File: config.mk
export PLATFORM = sky130hd
export DESIGN_NAME = delay_buffer_sched_flat
export DESIGN_NICKNAME = d
export VERILOG_FILES = /design/src/rtl/delay_buffer_sched_if.sv /design/src/rtl/delay_buffer_sched.sv /design/src/flat_wrapper.sv
export SDC_FILE = /design/constraint.sdc
export NUM_CORES = 1
export LEC_CHECK = 0
export ABC_CLOCK_PERIOD_IN_PS = 2200
export CELL_PAD_IN_SITES_DETAIL_PLACEMENT = 1
export CELL_PAD_IN_SITES_GLOBAL_PLACEMENT = 2
export CORE_AREA = 2 2 71 73
export DETAILED_ROUTE_END_ITERATION = 12
export DIE_AREA = 0 0 73 75
export PLACE_DENSITY_LB_ADDON = 0.1
export REMOVE_ABC_BUFFERS = 1
export SETUP_SLACK_MARGIN = 0.05
export SKIP_CTS_REPAIR_TIMING = 1
export SLEW_MARGIN = 40
export SYNTH_ARGS = -nofsm -noshare
export SYNTH_HDL_FRONTEND = slang
export SYNTH_SLANG_ARGS = --single-unit
File: constraint.sdc
create_clock -name clk -period 2.2 [get_ports clk]
set_clock_uncertainty 0.2 [all_clocks]
set_input_delay 0.33 -clock clk [delete_from_list [all_inputs] [get_ports clk]]
set_output_delay 0.33 -clock clk [all_outputs]
set_load 0.005 [all_outputs]
File: src/rtl/delay_buffer_sched_if.sv
// Stream-side signals of delay_buffer_sched: producer input, delay-line output and credit return.
// out_last exists only when DELAY_BUFFER_SCHED_LAST_EN is defined.
interface delay_buffer_sched_if #(
  parameter int PRECISION = 8
);
  logic [PRECISION-1:0] in_data;
  logic                 in_valid;
  logic                 in_ready;
  logic [PRECISION-1:0] out_data;
  logic                 out_valid;
`ifdef DELAY_BUFFER_SCHED_LAST_EN
  logic                 out_last;
`endif
  logic                 credit_return;

`ifdef DELAY_BUFFER_SCHED_LAST_EN
  modport master (output in_data, in_valid, credit_return,
                  input  in_ready, out_data, out_valid, out_last);
  modport slave  (input  in_data, in_valid, credit_return,
                  output in_ready, out_data, out_valid, out_last);
`else
  modport master (output in_data, in_valid, credit_return,
                  input  in_ready, out_data, out_valid);
  modport slave  (input  in_data, in_valid, credit_return,
                  output in_ready, out_data, out_valid);
`endif
endinterface

File: src/rtl/delay_buffer_sched.sv
// Frame scheduler for a fixed-latency delay buffer: credit-throttled intake, shadow valid pipe, done pulse.
// Optional per-sample last flag on the output is enabled by defining DELAY_BUFFER_SCHED_LAST_EN.
module delay_buffer_sched #(
  parameter int PRECISION = 8,
  parameter int DELAY     = 4,
  parameter int FRAME_LEN = 16,
  parameter int CREDITS   = 8
) (
  input  logic                             clk,
  input  logic                             rst,
  input  logic                             start,
  output logic                             busy,
  output logic                             done,
  delay_buffer_sched_if.slave              sif,
  output logic [PRECISION-1:0]             buf_idata,
  input  logic [PRECISION-1:0]             buf_odata,
  output logic [1:0]                       state_dbg,
  output logic [$clog2(CREDITS+1)-1:0]     credits_dbg
);

  localparam int BW = $clog2(FRAME_LEN + 1);
  localparam int CW = $clog2(CREDITS + 1);
  localparam logic [BW-1:0] FRAME_BEATS  = BW'(FRAME_LEN);
  localparam logic [BW-1:0] LAST_BEAT    = BW'(FRAME_LEN - 1);
  localparam logic [CW-1:0] CREDITS_FULL = CW'(CREDITS);

  typedef enum logic [1:0] {
    IDLE  = 2'd0,
    RUN   = 2'd1,
    DRAIN = 2'd2
  } state_t;

  state_t        state, state_nx;
  logic [BW-1:0] beat_cnt;
  logic [CW-1:0] credits;
  logic          accept;
  logic          last_beat;
  logic          pipe_empty;

  // Handshake: a beat transfers on a rising edge where in_valid && in_ready; in_ready never
  // depends on in_valid, and the producer must hold in_data while in_valid && !in_ready.
  assign sif.in_ready = (state == RUN) && (credits != '0) && (beat_cnt < FRAME_BEATS);
  assign accept       = sif.in_valid && sif.in_ready;
  assign last_beat    = accept && (beat_cnt == LAST_BEAT);
  assign buf_idata    = accept ? sif.in_data : '0;
  assign sif.out_data = buf_odata;
  assign busy         = (state != IDLE);
  assign state_dbg    = state;
  assign credits_dbg  = credits;

  always_ff @(posedge clk or posedge rst) begin
    if (rst) state <= IDLE;
    else     state <= state_nx;
  end

  always_comb begin
    state_nx = state;
    done     = 1'b0;
    case (state)
      IDLE:    if (start) state_nx = RUN;
      RUN:     if (last_beat) state_nx = DRAIN;
      DRAIN: begin
        if (pipe_empty) begin
          state_nx = IDLE;
          done     = 1'b1;
        end
      end
      default: state_nx = IDLE;
    endcase
  end

  always_ff @(posedge clk or posedge rst) begin
    if (rst)                        beat_cnt <= '0;
    else if (state == IDLE && start) beat_cnt <= '0;
    else if (accept)                beat_cnt <= beat_cnt + 1'b1;
  end

  // Credits survive across frames; a return at full count is dropped rather than wrapping.
  always_ff @(posedge clk or posedge rst) begin
    if (rst) begin
      credits <= CREDITS_FULL;
    end else if (accept && !sif.credit_return) begin
      credits <= credits - 1'b1;
    end else if (!accept && sif.credit_return && (credits != CREDITS_FULL)) begin
      credits <= credits + 1'b1;
    end
  end

  generate
    if (DELAY > 0) begin : g_pipe
      logic [DELAY-1:0] vpipe;

      always_ff @(posedge clk or posedge rst) begin
        if (rst) vpipe <= '0;
        else     vpipe <= (vpipe << 1) | DELAY'(accept);
      end

      assign pipe_empty    = (vpipe == '0);
      assign sif.out_valid = vpipe[DELAY-1];

`ifdef DELAY_BUFFER_SCHED_LAST_EN
      logic [DELAY-1:0] lpipe;

      always_ff @(posedge clk or posedge rst) begin
        if (rst) lpipe <= '0;
        else     lpipe <= (lpipe << 1) | DELAY'(last_beat);
      end

      assign sif.out_last = lpipe[DELAY-1];
`endif
    end else begin : g_nopipe
      // Zero-latency buffer: the sample leaves in its acceptance cycle, nothing stays in flight.
      assign pipe_empty    = 1'b1;
      assign sif.out_valid = accept;
`ifdef DELAY_BUFFER_SCHED_LAST_EN
      assign sif.out_last  = last_beat;
`endif
    end
  endgenerate

endmodule
File: src/flat_wrapper.sv
// flat-port wrapper written by rule: the top's interface ports become plain ports
module delay_buffer_sched_flat 
#(
  parameter int PRECISION = 8,
  parameter int DELAY     = 4,
  parameter int FRAME_LEN = 16,
  parameter int CREDITS   = 8
)
  (clk, rst, start, busy, done, buf_idata, buf_odata, state_dbg, credits_dbg, sif_in_data, sif_in_valid, sif_credit_return, sif_in_ready, sif_out_data, sif_out_valid);
  delay_buffer_sched_if #(.PRECISION(PRECISION)) sif_i ();
  input  logic clk;
  input  logic rst;
  input  logic start;
  output logic busy;
  output logic done;
  output logic [PRECISION-1:0] buf_idata;
  input  logic [PRECISION-1:0] buf_odata;
  output logic [1:0] state_dbg;
  output logic [$clog2(CREDITS+1)-1:0] credits_dbg;
  input wire logic [$bits(sif_i.in_data)-1:0] sif_in_data;
  input wire logic [$bits(sif_i.in_valid)-1:0] sif_in_valid;
  input wire logic [$bits(sif_i.credit_return)-1:0] sif_credit_return;
  output wire logic [$bits(sif_i.in_ready)-1:0] sif_in_ready;
  output wire logic [$bits(sif_i.out_data)-1:0] sif_out_data;
  output wire logic [$bits(sif_i.out_valid)-1:0] sif_out_valid;
  assign sif_i.in_data = sif_in_data;
  assign sif_i.in_valid = sif_in_valid;
  assign sif_i.credit_return = sif_credit_return;
  assign sif_in_ready = sif_i.in_ready;
  assign sif_out_data = sif_i.out_data;
  assign sif_out_valid = sif_i.out_valid;
  delay_buffer_sched #(.PRECISION(PRECISION), .DELAY(DELAY), .FRAME_LEN(FRAME_LEN), .CREDITS(CREDITS)) u_core (.clk(clk), .rst(rst), .start(start), .busy(busy), .done(done), .sif(sif_i), .buf_idata(buf_idata), .buf_odata(buf_odata), .state_dbg(state_dbg), .credits_dbg(credits_dbg));
endmodule
# ---- Word level (Yosys, flattened, before mapping)
# Index checks and enable logic that the tools add are counted.
dict set report classes {
  magnitude_cmp 1
  addsub 3
  mux 11
  reduce_logical 17
  n_eq_ne 7
  n_bitwise 1
}
# op n
set op_table {}
lappend op_table {{5-bit 2-to-1 mux} 2}
lappend op_table {{1-bit logical AND} 8}
lappend op_table {{4-bit 2-to-1 mux} 2}
lappend op_table {{8-bit 2-to-1 mux} 1}
lappend op_table {{2-bit 2-to-1 mux} 3}
lappend op_table {{2-bit case mux with 3 select lines} 1}
lappend op_table {{2-bit nonzero test} 3}
lappend op_table {{5-bit by 1-bit adder with 5-bit output, second input constant} 1}
lappend op_table {{5-bit by 4-bit == test with 1-bit output, second input constant} 1}
lappend op_table {{5-bit < comparator, second input constant} 1}
lappend op_table {{4-bit by 1-bit adder with 4-bit output, second input constant} 1}
lappend op_table {{4-bit zero test} 1}
lappend op_table {{2-bit by 1-bit != test with 1-bit output, second input constant} 2}
lappend op_table {{4-bit != test, second input constant} 1}
lappend op_table {{4-bit by 1-bit bitwise OR with 4-bit output} 1}
lappend op_table {{4-bit nonzero test} 1}
lappend op_table {{4-bit by 1-bit subtractor with 4-bit output, second input constant} 1}
lappend op_table {{3-bit AND reduction} 1}
lappend op_table {{2-bit by 1-bit == test with 1-bit output, second input constant} 1}
lappend op_table {{2-bit == test, second input constant} 1}
lappend op_table {{1-bit zero test} 2}
lappend op_table {{2-bit zero test} 1}
lappend op_table {{1-bit 2-to-1 mux} 2}
lappend op_table {{2-bit != test, second input constant} 1}
dict set report word_totals {
  register_bits 15
  out_inout_bits 26
  inputBits 21
}

# ---- Longest topological paths before layout
dict set report logic_depth {
  word_depth 9
  ltp_mapped 9
  ltp_nobuf 9
}

# ---- Worst setup path before layout
# Ideal clock, no wire load.
dict set report synth_path {
  path_kind {flip-flop to flip-flop}
  from {register u_core.credits[0], in the netlist u_core.credits_dbg[0]}
  to {register u_core.credits[2], in the netlist u_core.credits_dbg[2]}
  t_arrival_ns 1.901
  path_buffers 0
  setup_slack_ns 0.019
  stages_incl_launch_ff 10
  synth_period_minus_slack_ns 2.181
  cell_sequence {dfrtp_1 or4_4 nand2_4 nor2_1 xor2_1 ha_1 nand2_1 a21oi_1 mux2i_1 xnor2_1}
}
dict set report synth_via {
  elab_chain_len 8
  elab_cells_between_ends 14
}
# item line_no
set synth_lines {}
lappend synth_lines {{start: declaration} delay_buffer_sched.sv:35} ;# logic [CW-1:0] credits;
lappend synth_lines {{start signal: assignment} delay_buffer_sched.sv:83} ;# credits <= credits - 1'b1;
lappend synth_lines {{start signal: assignment} delay_buffer_sched.sv:85} ;# credits <= credits + 1'b1;
lappend synth_lines {{branches (longest 8 deep; another with 4-bit by 1-bit adder with 4-bit output)} n/a}
# Parallel ways; which one is timed is not known. The select of a mux whose other input is x is not followed.
# A chain may end at the register's enable or synchronous reset.

# ---- Worst setup path after layout
dict set report layout_path {
  from {register u_core.credits[1], in the netlist u_core.credits_dbg[1]}
  to {output buf_idata[5]}
}
dict set report layout_via {
  elab_chain_len 5
}
# item line_no
set layout_lines {}
lappend layout_lines {{4-bit nonzero test} delay_buffer_sched.sv:42} ;# assign sif.in_ready = (state == RUN) && (credits != '0) && (beat_cnt < FRAME_BEATS);
lappend layout_lines {{1-bit logical AND (2 in series)} delay_buffer_sched.sv:42}
lappend layout_lines {{1-bit logical AND} delay_buffer_sched.sv:43} ;# assign accept = sif.in_valid && sif.in_ready;
lappend layout_lines {{8-bit 2-to-1 mux} delay_buffer_sched.sv:45} ;# assign buf_idata = accept ? sif.in_data : '0;
lappend layout_lines {{end: declaration} flat_wrapper.sv:16} ;# output logic [PRECISION-1:0] buf_idata;
# Every way passes these cells.

==> results.sh <==
export IMPL_synthMuxAreaShare_pct=3.46
export IMPL_drcViolationCount=0
export IMPL_timing_hold_ws_ns=0.195
export IMPL_hold_viol_final=0
export IMPL_worst_pin_slew_ns=0.605
export IMPL_via_count=798
export IMPL_fin_crit_ns=2.37
export IMPL_num_rows=25
export IMPL_synth_simple_gate_area_share_pct=24.4
export IMPL_worstSetupEndpointType="output pin"
export IMPL_rsz0062_at_grt="yes"
export IMPL_multi_input_area_um2=450
export IMPL_stdcell_count=183
export IMPL_max_slew_margin_pct=59.6
export IMPL_regArea_um2=377
export IMPL_wl_per_cell_um=13.6
export IMPL_startpoint_type="register"
export IMPL_num_io_pins=47
export IMPL_drive_gt1_share_pct=28.7
export IMPL_ys_ff_latch=15
export IMPL_fmax_ghz=0.421
export IMPL_synthAdderAreaFrac_pct=4.33
export IMPL_wl_um=2490
export IMPL_synth_top_family_by_area="simple AND/OR/NAND/NOR gates"
export IMPL_maxCapViolations=0
export IMPL_final_cell_mix="clkdlybuf4s50_1 (22), buf_4 (16), dfrtp_1 (14), and3_1 (10), dlymetal6s2s_1 (8)"
export IMPL_dr_pass1_iters=4
export IMPL_p_leak_nw=0.785
export IMPL_syn_inst=88
export IMPL_arrival_ns=1.84
export IMPL_power_mw=1.36
export IMPL_synth_compound_gate_area_share_pct=7.79
export IMPL_die_area_um2=5480
export IMPL_cts_sinks=15
export IMPL_fill_cells=536
export IMPL_port_buffers=30
export IMPL_n_antenna_cell=0
export IMPL_grt_pass1_vias=866
export IMPL_finalWeightedCongestion=0.797
export IMPL_synth_edf_count=0
export IMPL_htree_levels=1
export IMPL_placedCellCount=174
export IMPL_fin_util_pct=30.0
export IMPL_violations="setup timing"
export IMPL_status="finished with violations"
export IMPL_clockBufferDepth=2
export IMPL_setup_slack_ns=-0.173
export IMPL_ys_flop_type="dfrtp_1"
export IMPL_die_y_um=75
export IMPL_grt_max_degree=16
export IMPL_coreArea_um2=4660
export IMPL_ys_types=29
export IMPL_initial_core_util_pct=18.6
export IMPL_p_per_area_nw_per_um2=975
export IMPL_required_ns=1.67
export IMPL_timing_setup_tns_ns=-0.593
export IMPL_ant_nets=0
export IMPL_path_class="register to output pin"
export IMPL_min_path_type="register to register"
export IMPL_yosysWarnings=0
export IMPL_cts_buffers=3
export IMPL_dpl_hpwl_um=1780
export IMPL_layout_nets=154
export IMPL_finalCritPeriodShare_pct=108
export IMPL_vdd_drop_max_v=0.000433
export IMPL_grt_first_pass_wirelength_um=4020
export IMPL_layout_commonest_cell="clkdlybuf4s50_1"
export IMPL_clkTransAtPathRegs_ns=0.06
export IMPL_worstSkewPairLatency_ns=0.25
export IMPL_r2r_slack_ns=-0.08
export IMPL_syn_area_um2=867
export IMPL_slew_viol_final=0
export IMPL_yosysSeqAreaShare_pct=43.4
export IMPL_synth_xor_area_share_pct=7.07
export IMPL_cts_root_buffer="clkbuf_8"
export IMPL_die_x_um=73
export IMPL_synth_avg_cell_area_um2=9.85
export IMPL_drt_iter0_markers=19
export IMPL_async_flop_share_pct=100
export IMPL_vias_per_cell=4.36
export IMPL_cts_tree="done"
export IMPL_setup_viol=5
export IMPL_grt_usage_pct=9.62
export IMPL_antenna_found_initial=0
export IMPL_overflow=0
export IMPL_critPathMaxFanout=7
export IMPL_area_delta_synth_final_pct=61.0
## routing by layer
metal  wire [um]  global-route usage [%]  vias up  part of all wire [%]
met1        1000                    10.9      389                    40
li1            -                       -      377                     -
met3         114                    4.02        2                   4.6
met5           0                       0        -                     0
met2        1350                    17.1       30                    54
met4          24                    1.85        0                  0.97
## flip-flops by register name, summed over array words and instances, names as in the netlist
register,flops
u_core.state_dbg,2
u_core.credits_dbg,4
u_core.beat_cnt,5
u_core.g_pipe.vpipe,4
## worst max-delay path, stage by stage (launching register included)
cell	delay (ns)
dfrtp_1	0.40
or4_4	0.57
and3_1	0.19
clkdlybuf4s50_1	0.44
## area by class of cell
class | count | share of cell area, %
tap | 54 | 4.84
timing repair buffer | 46 | 31.5
sequential | 15 | 27.0
clock inverter | 1 | 0.358
clock buffer | 3 | 2.96
inverter | 4 | 1.08
multi-input combinational | 60 | 32.3
## through the flow
stage / cell area (um^2) / setup WS, ns
final: 1400 / -0.173
after global routing: 1400 / -0.229
after CTS: 1300 / -0.292
after detailed placement: 1260 / -0.279
after global placement: 1260 / -0.244
after floorplan: 800 / -0.0207
## where the power goes
part	total (mW)	internal [mW]	switching, mW
Combinational	0.692	0.395	0.297
Clock	0.225	0.125	0.100
Sequential	0.444	0.370	0.0734
## logic make-up (layout without fill, tap and decap cells)
family	count (synthesis)	count (layout)
AND/OR/NAND/NOR	37	38
flip-flops	15	15
buffers and inverters	14	54
AO/OA/AOI/OAI	9	9
XOR/XNOR	7	7
adder cells (fa/ha/maj)	3	3
multiplexers	3	3
## cell usage after synthesis, types with 2 or more instances
cell type   n  area, um^2
nand3_1     3        15.0
xor2_1      4        35.0
inv_1       3        11.3
dfrtp_1    14         350
nor2_1      8        30.0
mux2i_1     3        30.0
xnor2_1     3        26.3
nand2_1     5        18.8
clkbuf_1    2        7.51
ha_1        3        37.5
nor3_1      2        10.0
buf_4       8        60.1
a21oi_1     3        15.0
nand2b_1    2        12.5
and3_1     11        68.8
## path summary, 6_finish.rpt
check / startpoint / cells after the start / endpoint
worst min-delay path: u_core.g_pipe.vpipe[0]$_DFF_PP0_ / 0 / u_core.g_pipe.vpipe[1]$_DFF_PP0_
worst max register to register: u_core.credits_dbg[1]$_DFFE_PP0P_ / 10 / u_core.credits_dbg[2]$_DFFE_PP0P_
worst max-delay path: u_core.credits_dbg[1]$_DFFE_PP0P_ / 3 / buf_idata[5]
min in group asynchronous: rst / 2 / u_core.g_pipe.vpipe[0]$_DFF_PP0_
max in group asynchronous: rst / 2 / u_core.credits_dbg[2]$_DFFE_PP0P_
worst min register to register: u_core.g_pipe.vpipe[0]$_DFF_PP0_ / 0 / u_core.g_pipe.vpipe[1]$_DFF_PP0_
Power figures use the tool's default switching activity.
